===== src/rtl/i2s_frame_packer.sv =====
// Packs one multi-channel PCM frame into a byte stream for the SPI TX FIFO.
// A frame is written only if the FIFO can hold all of it; refused frames are counted.
module i2s_frame_packer #(
    parameter int          NUM_CH   = 2,
    parameter int          SAMPLE_W = 24,
    parameter int          FREE_W   = 18,
    parameter int          DROP_W   = 16,
    parameter logic [7:0]  MARKER   = 8'hA5
) (
    input  logic                         clk,
    input  logic                         rst_n,
    input  logic                         pcm_valid,
    output logic                         pcm_ready,
    input  logic [NUM_CH*SAMPLE_W-1:0]   pcm_data,
    input  logic [1:0]                   cfg_bytes,
    input  logic [NUM_CH-1:0]            cfg_ch_en,
    input  logic                         cfg_marker_en,
    input  logic [FREE_W-1:0]            fifo_free,
    output logic                         fifo_wr_en,
    output logic [7:0]                   fifo_wr_data,
    input  logic                         drop_clr,
    output logic [DROP_W-1:0]            drop_count,
    output logic                         frame_done
);

    localparam int BYTES_MAX = SAMPLE_W / 8;
    localparam int CH_W      = (NUM_CH > 1) ? $clog2(NUM_CH) : 1;
    localparam int REM_W     = $clog2(NUM_CH * BYTES_MAX + 2);

    typedef enum logic {IDLE, EMIT} state_t;

    state_t                        state_q, state_d;
    logic [NUM_CH*SAMPLE_W-1:0]    data_q, data_d;
    logic [NUM_CH-1:0]             en_q, en_d;
    logic [2:0]                    bytes_q, bytes_d;
    logic                          mark_q, mark_d;
    logic [CH_W-1:0]               ch_q, ch_d;
    logic [2:0]                    bidx_q, bidx_d;
    logic [REM_W-1:0]              rem_q, rem_d;
    logic [DROP_W-1:0]             drop_q, drop_d;

    logic [2:0]                    eff_b;
    logic [3:0]                    pop;
    logic [REM_W-1:0]              frame_len;
    logic [CH_W:0]                 first_ch, next_ch_r;
    logic [SAMPLE_W-1:0]           cur_sample;
    logic [7:0]                    cur_byte;
    int                            shamt;

    // Lowest enabled channel at or above start; MSB of the result flags "found".
    function automatic logic [CH_W:0] find_ch(input logic [NUM_CH-1:0] en, input int start);
        find_ch = '0;
        for (int c = NUM_CH - 1; c >= 0; c--) begin
            if (c >= start && en[c]) find_ch = {1'b1, CH_W'(c)};
        end
    endfunction

    always_comb begin
        if (cfg_bytes == 2'd0)
            eff_b = 3'd1;
        else if ({1'b0, cfg_bytes} > 3'(BYTES_MAX))
            eff_b = 3'(BYTES_MAX);
        else
            eff_b = {1'b0, cfg_bytes};
        pop = '0;
        for (int c = 0; c < NUM_CH; c++) pop = pop + 4'(cfg_ch_en[c]);
        frame_len = REM_W'(cfg_marker_en) + REM_W'(pop) * REM_W'(eff_b);
        first_ch  = find_ch(cfg_ch_en, 0);
        next_ch_r = find_ch(en_q, int'(ch_q) + 1);
    end

    // Sample is MSB-truncated to bytes_q bytes, then emitted LS byte first.
    always_comb begin
        cur_sample = data_q[int'(ch_q)*SAMPLE_W +: SAMPLE_W];
        shamt      = SAMPLE_W - 8 * (int'(bytes_q) - int'(bidx_q));
        cur_byte   = 8'(cur_sample >> shamt);
    end

    always_comb begin
        state_d = state_q;
        data_d  = data_q;
        en_d    = en_q;
        bytes_d = bytes_q;
        mark_d  = mark_q;
        ch_d    = ch_q;
        bidx_d  = bidx_q;
        rem_d   = rem_q;
        drop_d  = drop_q;

        case (state_q)
            IDLE: begin
                if (pcm_valid && frame_len != '0) begin
                    if (fifo_free < FREE_W'(frame_len)) begin
                        if (drop_q != '1) drop_d = drop_q + 1'b1;
                    end else begin
                        state_d = EMIT;
                        data_d  = pcm_data;
                        en_d    = cfg_ch_en;
                        bytes_d = eff_b;
                        mark_d  = cfg_marker_en;
                        ch_d    = first_ch[CH_W-1:0];
                        bidx_d  = '0;
                        rem_d   = frame_len;
                    end
                end
            end
            EMIT: begin
                rem_d = rem_q - 1'b1;
                if (mark_q) begin
                    mark_d = 1'b0;
                end else if (bidx_q == bytes_q - 3'd1) begin
                    bidx_d = '0;
                    ch_d   = next_ch_r[CH_W-1:0];
                end else begin
                    bidx_d = bidx_q + 3'd1;
                end
                if (rem_q == REM_W'(1)) state_d = IDLE;
            end
            default: state_d = IDLE;
        endcase

        if (drop_clr) drop_d = '0;
    end

    always_ff @(posedge clk) begin
        if (!rst_n) begin
            state_q <= IDLE;
            data_q  <= '0;
            en_q    <= '0;
            bytes_q <= '0;
            mark_q  <= 1'b0;
            ch_q    <= '0;
            bidx_q  <= '0;
            rem_q   <= '0;
            drop_q  <= '0;
        end else begin
            state_q <= state_d;
            data_q  <= data_d;
            en_q    <= en_d;
            bytes_q <= bytes_d;
            mark_q  <= mark_d;
            ch_q    <= ch_d;
            bidx_q  <= bidx_d;
            rem_q   <= rem_d;
            drop_q  <= drop_d;
        end
    end

    assign pcm_ready    = (state_q == IDLE);
    assign fifo_wr_en   = (state_q == EMIT);
    assign fifo_wr_data = (state_q == EMIT) ? (mark_q ? MARKER : cur_byte) : 8'h00;
    assign frame_done   = (state_q == EMIT) && (rem_q == REM_W'(1));
    assign drop_count   = drop_q;

endmodule

===== config.mk =====
export PLATFORM = sky130hd
export DESIGN_NAME = i2s_frame_packer
export DESIGN_NICKNAME = d
export VERILOG_FILES = /design/src/rtl/i2s_frame_packer.sv
export SDC_FILE = /design/constraint.sdc
export NUM_CORES = 1
export LEC_CHECK = 0
export CORE_MARGIN = 2
export CORE_UTILIZATION = 50
export CTS_BUF_LIST = sky130_fd_sc_hd__clkbuf_8
export DETAILED_ROUTE_END_ITERATION = 7
export GPL_ROUTABILITY_DRIVEN = 0
export PLACE_DENSITY = 0.82
export SYNTH_ARGS = -nofsm -noshare
export SYNTH_HDL_FRONTEND = slang
export SYNTH_SLANG_ARGS = --single-unit

===== constraint.sdc =====
create_clock -name clk -period 4.1 [get_ports clk]
set_clock_uncertainty 0.2 [all_clocks]
set_input_delay 0.82 -clock clk [delete_from_list [all_inputs] [get_ports clk]]
set_output_delay 0.82 -clock clk [all_outputs]
set_load 0.02 [all_outputs]

======== After elaboration in Yosys (flattened, before gate mapping) ========
Index checks and enable logic that the tools add are counted.
storage, ports and cells
  register bits ........................... 78
  output and inout bits ................... 27
  input port bits ......................... 75
  logic and storage cells ................. 74
cells by class
  reduce and logical (&&, ||, !) cells .... 12
  $lt $le $gt $ge ......................... 3
  shift-type cells ........................ 2
  multiplexer cells ....................... 27
  $mul .................................... 2
  add/subtract/negate cells ............... 9
  eq/ne operators ......................... 7
  bitwise gates (word level) .............. 3
operators by type and width
  operator                                                          number
  variable part select 48 x 7 -> 24 bit                             1
  >> shifter 24 x 32 -> 8 bit                                       1
  less-than comparator 18 x 3 -> 1 bit                              1
  2-to-1 mux 3 bit                                                  6
  adder 16 x 1 -> 16 bit, second input constant                     1
  2-to-1 mux 8 bit                                                  2
  != test 16 bit, second input constant                             1
  2-to-1 mux 1 bit                                                  13
  one-hot mux 3 bit (2 select lines)                                2
  AND reduction 4 bit                                               2
  subtractor 6 x 7 -> 8 bit, first input constant                   1
  one-hot mux 1 bit (2 select lines)                                3
  AND reduction 3 bit                                               2
  subtractor 3 x 1 -> 3 bit, second input constant                  2
  greater-or-equal comparator 1 x 2 -> 1 bit, first input constant  2
  logical AND 1 bit                                                 4
  != test 2 x 1 -> 1 bit, second input constant                     2
  != test 2 bit, second input constant                              2
  subtractor 3 x 3 -> 4 bit                                         1
  adder 1 x 3 -> 3 bit                                              1
  adder 3 x 1 -> 3 bit, second input constant                       1
  == test 3 x 1 -> 1 bit, second input constant                     1
  == test 3 bit                                                     1
  multiplier 1 x 2 -> 3 bit, second input constant                  1
  other kinds (9)                                                   11

======== Longest topological paths before layout ========
Gate-level depths: netlist (run 1).
  depth in word-level cells ............... 8
  gate-level depth with buffers ........... 16
  mapped depth without buffers ............ 15

======== Least setup slack after synthesis (run 1) ========
No wires, ideal clock.
  path kind ............................... input to register
  from .................................... input cfg_ch_en[0]
  to ...................................... register bidx_q[1]
  library setup time ...................... 0.070 ns
  slack ................................... 0.334 ns
  data required time ...................... 3.830 ns
  stages on the path ...................... 16
  data arrival time ....................... 3.496 ns
  buffers on the path ..................... 1
  path through ............................ inv_1 -> ha_1 -> nor2_1 -> ha_1 -> inv_1 -> fa_1 -> a21bo_1 -> nand2_1 -> ha_1 -> nor4_1 -> nand2_1 -> or3_4 -> nand3_2 -> buf_2 -> nand3_1 -> a21oi_1
between the ends
  longest elaborated chain between the ends .. 7
  elaborated cells on any way between the ends .. 9
  those cells by class .................... add/sub (2); mul (1); order compare (1); eq/ne (2); reduce/logical (3)
RTL lines
  what                                                                          RTL line  RTL
  start, declared                                                               16        input logic [NUM_CH-1:0] cfg_ch_en,
  adder 1 x 1 -> 2 bit (*)                                                      66        for (int c = 0; c < NUM_CH; c++) pop = pop + 4'(cfg_ch_en[c]);
  multiplier 2 x 3 -> 3 bit (*)                                                 67        frame_len = REM_W'(cfg_marker_en) + REM_W'(pop) * REM_W'(eff_b);
  adder 1 x 3 -> 3 bit (*)                                                      67
  branches (longest 3 deep; another with less-than comparator 18 x 3 -> 1 bit)  -
  AND reduction 3 bit (no source line) (*)                                      -
  end signal, assigned                                                          143       bidx_q <= bidx_d;
  end, declared                                                                 38        logic [2:0] bidx_q, bidx_d;
Mark *: on every way between the ends.
A chain may end at the register's enable or synchronous reset.

======== Worst setup path after layout (run 1) ========
  from .................................... register bytes_q[0]
  to ...................................... output fifo_wr_data[6]
between the ends
  longest elaborated chain between the ends .. 5
RTL lines
  what                            RTL line  RTL
  start, declared                 35        logic [2:0] bytes_q, bytes_d;
  start signal, assigned          140       bytes_q <= bytes_d;
  subtractor 3 x 3 -> 4 bit       75        shamt = SAMPLE_W - 8 * (int'(bytes_q) - int'(bidx_q));
  subtractor 6 x 7 -> 8 bit       75
  >> shifter 24 x 32 -> 8 bit     76        cur_byte = 8'(cur_sample >> shamt);
  2-to-1 mux 8 bit (2 in series)  151       assign fifo_wr_data = (state_q == EMIT) ? (mark_q ? MARKER : cur_byte) : 8'h00;
  end, declared                   20        output logic [7:0] fifo_wr_data,
No other way between the ends.

==> results of run 1 <==
[sequential cells by signal, summed over array words and instances (netlist names)]
name,flops
en_q,1
mark_q,1
rem_q,3
drop_count,16
bidx_q,3
data_q,48
bytes_q,2
ch_q,1
fifo_wr_en,1
[synthesized netlist by cell type, types with 3 or more instances]
cell / n
a211oi_1: 3
a21oi_1: 65
and2_1: 4
buf_2: 8
buf_4: 5
clkbuf_1: 10
dfxtp_1: 76
ha_1: 12
inv_1: 16
mux2i_1: 10
mux4_2: 8
nand2_1: 121
nand2b_1: 4
nand3_1: 13
nand4_1: 5
nor2_1: 40
nor3_1: 3
nor4_1: 5
o21ai_0: 8
xnor2_1: 5
xor2_1: 9
[what timing repair did]
| item | in CTS | in global routing |
|---|---|---|
| buffers inserted | 1 | 1 |
| pin swaps | 4 | 8 |
| resized for setup | 6 | 22 |
| endpoints found under the setup margin | 73 | 78 |
| gates cloned | 0 | 1 |
[per-layer routing]
metal  GRT usage [%]  routed length (um)  up-vias
met2            43.3                5250      132
met5               0                   0        -
met1            30.3                4340     1740
li1                -                   -     1830
met4            6.69                 193        0
met3            6.56                 662       22
[metrics by stage]
stage	setup TNS [ns]	setup slack, ns
floorplan	0	0.334
global route	0	0.0167
global placement	-19.72	-0.316
finish	0	0.143
CTS	0	0.00991
detailed placement	-33.13	-0.526
[placed cells by master (no fill, tap or decap), drive strengths merged, types with 2 or more instances in the layout]
cell type and instances:
o21ai 9, clkbuf 14, mux2i 10, xnor2 5, nand3b 2, nor3 4, and2 4, buf 30
fa 2, a21oi 65, xor2 9, clkinv 4, mux4 8, a31oi 2, nor2 42, nor2b 2
nor4 6, o311ai 2, or3 3, nand2 122, a211oi 3, nor3b 3, inv 16, dlymetal6s2s 3
dfxtp 76, nand2b 4, nand4 5, a21boi 2, ha 12, clkdlybuf4s50 94, nand3 14, and3 2
[power breakdown]
group | switching [mW] | internal (mW) | total (mW)
clock network | 0.270 | 0.291 | 0.561
logic | 0.248 | 0.254 | 0.501
registers | 0.0399 | 0.793 | 0.833
[worst max path at each step]
| stage | from | end | slack (ns) |
|---|---|---|---|
| 2_1_floorplan | cfg_ch_en[0] | bidx_q[1] | 0.33 |
| 3_3_place_gp | cfg_ch_en[0] | drop_count[15] | -0.32 |
| 3_5_place_dp | cfg_ch_en[0] | drop_count[15] | -0.53 |
| 4_1_cts | cfg_ch_en[0] | drop_count[15] | 0.01 |
| 5_1_grt | bytes_q[0] | fifo_wr_data[7] | 0.02 |
| 6_report | bytes_q[0] | fifo_wr_data[6] | 0.14 |
[cells by family (layout without fill, tap and decap cells)]
group                      after synthesis  after routing
xor gates and xnor gates                14             14
buffers and inverters                   42            164
DFF                                     76             76
muxes                                   18             18
and+or+nand+nor                        215            215
adders and majority gates               14             14
AOI/OAI and AO/OA                       92             92
[tightest hold or removal path: stages (launching register included)]
cell      delay (ns)
dfxtp_1         0.31
nand2_1         0.05
a21boi_1        0.05
[layout make-up]
cell class | count | area share [%]
multi-input cells | 353 | 40.5
well taps | 99 | 2.29
clock buffers | 10 | 2.54
flip-flops and latches | 76 | 28.1
inverters | 17 | 1.18
repair buffers | 132 | 24.4
clock inverters | 5 | 0.971
==> results.md, run 1 <==
* Outcome: completed
* Stages on the worst setup path at 9
* Number of optimization iterations in the first detailed-route pass at 5
* Clk root buf: clkbuf_8
* Global-route wire length before repair at 16700 um
* Share of the synthesized netlist area taken by xor and xnor gates at 3.20%
* Flip-flop and latch count after synthesis at 76
* Arr. time, crit path at 2.94 ns
* Syn Inst Count at 471
* Critical Path, Cell by Cell: inv_1 > ha_1 > inv_1 > fa_1 > buf_12 > mux4_2 > a21oi_1 > nor2_1 > clkdlybuf4s50_1
* Clock-pin transition on the worst setup and hold timing paths at 0.08 ns
* Family of cells with the greatest summed delay on the critical path: buffers and inverters
* Number of clock buffers inserted by TritonCTS at 9
* Max Fanout on Critical Path at 8
* Critical path startpoint category: flop
* Number of cells in the finished layout apart from fillers at 692
* Area post-placement at 0.00512 mm^2
* Pin count of the biggest net entering global routing at 44
* Site row count at 31
* Initial cell density of the core at 52.3%
* Final Critical Period at 3.96 ns
* Fraction of the mapped netlist area in adder cells at 4.96%
* Hold Fails Final Rpt at 0
* I/O pin total at 102
* Full die area at 0.00839 mm^2
* Area of all placed cells without fillers at 0.00541 mm^2
* Worst reg2reg startpoint: drop_count[11]
* Max-slew violation count at 0
* Total congestion overflow at 0
* Worst Tran Pin Value at 0.845 ns
* Buffer levels on the longest clock path at 2
* Critical path's largest stage delay at 0.55 ns
* Post-CTS Hold Buffers at 0
* Hold worst-path end: data_q[35]
* Combined area of all synthesized cells at 0.00384 mm^2
* Max-cap check violation count at 0
* Syn_nets at 560
* Initial antenna violation count at 0
* Crit-path slowest cell: fa_1
* Width of the die at 91.6 um
* Sequential share of the synthesized area at 39.7%
* Number of different library cells in the post-synthesis netlist at 55
* Worst hold slack after final layout at 0.252 ns
* Area of the core at 0.00733 mm^2
* Post-layout net count at 678
* CP Data Required Time at 3.08 ns
* Cell count of the worst reg-to-reg path at 7
* Inst Count DP at 674
* Library cell with the largest summed area after synthesis: dfxtp_1
* Ratio of total power to cell area at 350 mW/mm^2
* LEAKAGE at 2.02 nW
* Max H-tree Level at 3
* Wire per inst at 15.1 um
* Highest clock frequency the design can meet at 253 MHz
* Via total after detailed routing at 3724
* Hold WC Path Type: reg2reg
* Final setup violation count at 0
* Primary flip-flop cell chosen by synthesis mapping: dfxtp_1
* Slack of the worst reg-to-reg path at 1.79 ns
* Number of buffer cells added on primary ports at 101
* Vias/cell at 5.38
* Vias in the first global route at 3628
* Share of cells above drive strength 1 at 13.0%
* Area share of and/or/nand/nor cells after synthesis at 26.0%
* Critical path capture point type: output port
* Ratio of final minimum period to clock period at 96.5%
* Wire length reported by the detailed router at 10400 um
* Max_slew headroom at 43.6%
* Ys async rst share at 0%
* Number of cells on the worst hold path at 2
* Insertion delay to the later sink of the worst-skew pair at 0.36 ns
* DRC violations left at 0
* Area fraction of the dominant cell type after synthesis at 39.7%
* Clock sink count at 76
* Footprint of the flip-flops and latches at 0.00152 mm^2
* Category of the most critical setup path: reg2out
* Most common cell type on the critical path: inv_1
* Count of routing violations after the opening detailed-route iteration at 217
* Overall Power at 1.90 mW
* Critical path buffer and inverter count at 4
* Post-route antenna net violation count at 0
* Area fraction in compound gates after synthesis at 14.1%
* Maximum vdd drop at 0.193 mV
* Hpwl dp at 7360 um
* Cell types occupying the most area after synthesis: dfxtp_1, nand2_1, a21oi_1
* Core occupancy in the finished layout at 73.8%
* Reg2reg end: drop_count[4]
* Number of synthesized flops with an enable pin at 0
* Number of antenna repair diodes at 0
* Hold Crit Start: data_q[35]
* Syn. warnings at 0
* RSZ-0062 raised after global routing: no
* Mux contribution to synthesized area at 7.31%
* Fill cell total of the finished layout at 524
* Area of the multi-input gates at 0.00219 mm^2
* Die height at 91.6 um
* Area growth, synth to finish at 41.1%
* Dominant combinational cell family by area after synthesis: simple AND/OR/NAND/NOR gates
* GR Util All Layers at 24.9%
* CTS tree: built
* Post-synthesis area per instance at 8.14 um^2
Power figures use the tool's default switching activity.
==> run 2: changes to the inputs <==
PLACE_DENSITY = 0.83   (was 0.82)
==> run 2 against run 1 <==
Effect of this change:
- design area is 3.2% higher
- largest power group unchanged
- critical path depth is 2 higher
- fmax is 1.1% lower
- utilization is 2.3 points higher
- clock power is 8.7% higher
- sequential power hardly changed
==> results.md, run 2 (synthesis results as in run 1) <==
* Die height at 91.6 um
* Outcome: completed
* Number of antenna repair diodes at 0
* Vias/cell at 5.54
* DRC violations left at 0
* Timing endpoint of the critical path: fifo_wr_data[7]
* CTS tree: built
* Area growth, synth to finish at 45.5%
* Highest clock frequency the design can meet at 250 MHz
* Highest-count cells in the layout ignoring fill and taps: nand2_1, clkdlybuf4s50_1, dfxtp_1, a21oi_1, nor2_1
* Hold Fails Final Rpt at 0
* Clk root buf: clkbuf_8
* Hpwl dp at 7500 um
* Global-route wire length before repair at 16800 um
* Hold WC Path Type: reg2reg
* Area post-placement at 0.00511 mm^2
* Ratio of final minimum period to clock period at 97.5%
* Vias in the first global route at 3671
* Wire per inst at 16.7 um
* Critical Path, Cell by Cell: inv_1 > ha_1 > inv_1 > fa_2 > buf_12 > mux4_2 > nand2_1 > o21ai_0 > a21oi_1 > nor2_1 > dlygate4sd2_1
* Category of the most critical setup path: reg2out
* Critical path startpoint category: flop
* Full die area at 0.00839 mm^2
* Final Critical Period at 4.00 ns
* Area of all placed cells without fillers at 0.00558 mm^2
* LEAKAGE at 2.12 nW
* Arr. time, crit path at 2.98 ns
* Site row count at 31
* CP Data Required Time at 3.08 ns
* Max_slew headroom at 43.1%
* Clock sink count at 76
* Top register by number of flip-flops: data_q
* Total congestion overflow at 0
* Max Fanout on Critical Path at 6
* Most common cell after layout, fill and taps aside: nand2_1
* Critical path's largest stage delay at 0.56 ns
* Initial cell density of the core at 52.3%
* I/O pin total at 102
* Number of clock buffers inserted by TritonCTS at 9
* Final setup violation count at 0
* Worst Tran Pin Value at 0.852 ns
* Number of buffer cells added on primary ports at 101
* Wire length reported by the detailed router at 11800 um
* Buffer levels on the longest clock path at 2
* Cell count of the worst reg-to-reg path at 7
* Pin count of the biggest net entering global routing at 33
* Worst setup startpoint: bytes_q[0]
* Maximum vdd drop at 0.223 mV
* Width of the die at 91.6 um
* Share of cells above drive strength 1 at 14.4%
* GR Util All Layers at 24.9%
* Setup_tns at 0 ns
* Max H-tree Level at 3
* Via total after detailed routing at 3889
* Initial antenna violation count at 0
* Post-layout net count at 687
* Crit-path slowest cell: fa_2
* Ratio of total power to cell area at 358 mW/mm^2
* Reg2reg end: drop_count[4]
* Post-CTS Hold Buffers at 0
* Fill cell total of the finished layout at 480
* Post-route antenna net violation count at 0
* Number of optimization iterations in the first detailed-route pass at 5
* Insertion delay to the later sink of the worst-skew pair at 0.36 ns
* Count of routing violations after the opening detailed-route iteration at 211
* Most common cell type on the critical path: inv_1
* Max-slew violation count at 0
* Max-cap check violation count at 0
* Critical path capture point type: output port
* Flip-flop count of the largest register after layout at 48
* Area of the core at 0.00733 mm^2
* Clock-pin transition on the worst setup and hold timing paths at 0.08 ns
* Slack of the worst reg-to-reg path at 1.62 ns
* Worst reg2reg startpoint: drop_count[11]
## run 2: cell types whose count changed in the layout (fill, tap and decap cells not counted), moves of 3 or more
cell / delta
buf_4: +3
dlygate4sd2_1: +7
clkbuf_16: +3
clkbuf_2: -3
a21oi_1: -3
clkinv_2: -3
clkdlybuf4s50_1: -3
a21oi_2: +3
## run 2: stage by stage
step / power (mW) / hold slack [ns] / instances / util [%] / setup slack, ns
final: 2.00 / 0.260 / 702 / 76.2 / 0.101
after global routing: 2.07 / 0.277 / 702 / 76.2 / -0.0237
after CTS: 1.92 / 0.256 / 691 / 73.0 / 0.00383
after detailed placement: 1.32 / 0.244 / 674 / 69.7 / -0.526
after global placement: 1.31 / 0.239 / 674 / 69.7 / -0.319
after floorplan: 1.12 / 0.233 / 471 / - / 0.334
## run 2: what timing repair did
| action | in CTS | in global routing |
|---|---|---|
| gates resized for setup | 11 | 17 |
| gates cloned | 0 | 7 |
| endpoints found under the setup margin | 83 | 77 |
| pin swaps | 3 | 14 |
| buffers inserted | 1 | 4 |
## run 2: report_power, final
group / internal, mW / switching (mW)
Clock: 0.317 / 0.293
Combinational: 0.282 / 0.274
Sequential: 0.793 / 0.0397
Total: 1.39 / 0.607
## run 2: critical path: cells and delay by family, from the launching register on
kind / cells / cell delay [ns]
flip-flops: 1 / 0.33
AND/OR/NAND/NOR: 2 / 0.16
multiplexers: 1 / 0.51
AO/OA/AOI/OAI: 2 / 0.27
adder cells (fa/ha/maj): 2 / 0.71
buffers and inverters: 4 / 0.64
## run 2: layer usage
| metal | vias to the layer above | track usage (%) | share of wire (%) |
|---|---|---|---|
| li1 | 1854 | - | - |
| met2 | 193 | 42.2 | 51 |
| met3 | 32 | 4.98 | 7.3 |
| met5 | - | 0 | 0 |
| met1 | 1810 | 31.2 | 39 |
| met4 | 0 | 8.84 | 2.6 |
## run 2: how the worst min path moves through the flow
stage / start / endpoint / slack, ns / cells after the start
3_3_place_gp: data_q[44] / data_q[44] / 0.24 / 2
2_1_floorplan: data_q[40] / data_q[40] / 0.23 / 2
4_1_cts: data_q[30] / data_q[30] / 0.26 / 2
3_5_place_dp: data_q[30] / data_q[30] / 0.24 / 2
6_report: data_q[3] / data_q[3] / 0.26 / 2
5_1_grt: data_q[16] / data_q[16] / 0.28 / 2
## run 2: final cells by class
cell class	instances	area, um^2	area share (%)
Clock buffer	11	151	2.71
Timing Repair Buffer	140	1450	25.9
Inverter	17	63.8	1.14
Multi-Input combinational cell	354	2220	39.7
Sequential cell	76	1520	27.3
Clock inverter	5	58.8	1.05
Tap cell	99	124	2.22
==> run 3: changes to the inputs <==
REMOVE_ABC_BUFFERS = 1   (was not set)
==> run 3 against run 2 <==
Effect of this change:
- non-clock buffer count shrank 10
- die area did not move
- total power is 1.5% lower
- flip-flop and latch count unchanged
- final cell count shrank 1.6%
==> results.md, run 3 (synthesis results as in run 1) <==
* Outcome: completed
* Initial antenna violation count at 0
* Vias in the first global route at 3449
* Worst setup startpoint: bytes_q[0]
* Highest clock frequency the design can meet at 251 MHz
* Hold Fails Final Rpt at 0
* Max-cap check violation count at 0
* Ratio of total power to cell area at 363 mW/mm^2
* Category of the most critical setup path: reg2out
* I/O pin total at 102
* Global-route wire length before repair at 15500 um
* Core occupancy in the finished layout at 74.0%
* Width of the die at 91.6 um
* Buffer levels on the longest clock path at 2
* Timing endpoint of the critical path: fifo_wr_data[3]
* Site row count at 31
* Max_slew headroom at 47.2%
* Clock sink count at 76
* Crit-path slowest cell: clkdlybuf4s50_1
* Maximum vdd drop at 0.245 mV
* Number of clock buffers inserted by TritonCTS at 9
* Critical path startpoint category: flop
* Hold WC Path Type: reg2reg
* Arr. time, crit path at 2.97 ns
* Post-layout net count at 677
* Most common cell type on the critical path: inv_1
* DRC violations left at 0
* CTS tree: built
* Number of optimization iterations in the first detailed-route pass at 5
* Reg2reg end: drop_count[14]
* Max Fanout on Critical Path at 9
* GR Util All Layers at 22.9%
* Post-route antenna net violation count at 0
* Worst Tran Pin Value at 0.785 ns
* Clk root buf: clkbuf_8
* Count of routing violations after the opening detailed-route iteration at 182
* Die height at 91.6 um
* LEAKAGE at 2.01 nW
* Top register by number of flip-flops: data_q
* Critical Path, Cell by Cell: inv_1 > ha_1 > inv_1 > fa_1 > buf_12 > mux4_2 > a21oi_1 > nor2_1 > clkdlybuf4s50_1
* Clock-pin transition on the worst setup and hold timing paths at 0.08 ns
* Total congestion overflow at 0
* Wire per inst at 15.0 um
* Ratio of final minimum period to clock period at 97.3%
* Final setup violation count at 0
* Flip-flop count of the largest register after layout at 48
* Max H-tree Level at 3
* Area of all placed cells without fillers at 0.00543 mm^2
* Final Critical Period at 3.99 ns
* Area of the core at 0.00733 mm^2
* Insertion delay to the later sink of the worst-skew pair at 0.35 ns
* Max-slew violation count at 0
* Number of antenna repair diodes at 0
* Critical path capture point type: output port
* Pin count of the biggest net entering global routing at 33
* Vias/cell at 5.47
* Number of buffer cells added on primary ports at 101
* CP Data Required Time at 3.08 ns
* Cell count of the worst reg-to-reg path at 7
* Wire length reported by the detailed router at 10400 um
* Via total after detailed routing at 3781
* Slack of the worst reg-to-reg path at 1.66 ns
* Full die area at 0.00839 mm^2
* Highest-count cells in the layout ignoring fill and taps: nand2_1, clkdlybuf4s50_1, dfxtp_1, a21oi_1, nor2_1
* Area growth, synth to finish at 41.4%
* Hpwl dp at 7120 um
* Fill cell total of the finished layout at 516
* Share of cells above drive strength 1 at 12.2%
* Most common cell after layout, fill and taps aside: nand2_1
* Critical path's largest stage delay at 0.54 ns
* Worst reg2reg startpoint: drop_count[11]
* Area post-placement at 0.00511 mm^2
* Initial cell density of the core at 52.3%
-- run 3: area by class of cell --
cell class	count	area [um^2]	area share (%)
Sequential cell	76	1520	28.1
Timing Repair Buffer	130	1340	24.6
Clock buffer	10	138	2.54
Multi-Input combinational cell	354	2160	39.9
Tap cell	99	124	2.28
Inverter	17	63.8	1.18
Clock inverter	5	77.6	1.43
-- run 3: per-layer routing --
layer	share of wire, %	vias to the layer above	global-route usage, %
li1	-	1835	-
met1	44	1788	29.5
met2	48	135	38.0
met3	5.8	23	3.65
met4	2.2	0	9.85
met5	0	-	0
-- run 3: power breakdown --
part	internal, mW	switching [mW]	total [mW]
logic	0.265	0.243	0.508
clock network	0.354	0.268	0.622
registers	0.793	0.0452	0.839
total	1.41	0.556	1.97
-- run 3: how the worst min path moves through the flow --
stage | to | startpoint | depth (start not counted) | slack, ns
2_1_floorplan | data_q[40] | data_q[40] | 2 | 0.23
3_3_place_gp | data_q[4] | data_q[4] | 2 | 0.24
3_5_place_dp | data_q[45] | data_q[45] | 2 | 0.25
4_1_cts | data_q[2] | data_q[2] | 2 | 0.26
5_1_grt | data_q[2] | data_q[2] | 2 | 0.28
6_report | data_q[2] | data_q[2] | 2 | 0.26
-- run 3: timing repair --
action,in CTS,in global routing
cloned,0,3
setup endpoints to repair,16,79
hold endpoints to repair,0,0
resized for setup,6,15
buffers inserted,0,1
pin swaps,0,11
hold buffers,0,0
-- run 3: critical path, delay by kind of cell (launching register included) --
family                   cells  cell delay (ns)
AND/OR/NAND/NOR              1             0.07
adder cells (fa/ha/maj)      2             0.69
AO/OA/AOI/OAI                1             0.17
multiplexers                 1             0.51
buffers and inverters        4             0.87
flip-flops                   1             0.32
-- run 3: metrics by stage --
| stage | setup TNS (ns) | std cells | total power, mW | setup WS, ns | hold WS, ns |
|---|---|---|---|---|---|
| 2_1_floorplan | -0.164 | 446 | 1.10 | -0.0852 | 0.233 |
| 3_3_place_gp | -19.70 | 672 | 1.31 | -0.311 | 0.239 |
| 3_5_place_dp | -24.13 | 672 | 1.32 | -0.383 | 0.246 |
| 4_1_cts | 0 | 687 | 1.93 | 0.00853 | 0.257 |
| 5_1_grt | -0.0122 | 691 | 2.05 | -0.0107 | 0.277 |
| 6_report | 0 | 691 | 1.97 | 0.112 | 0.256 |
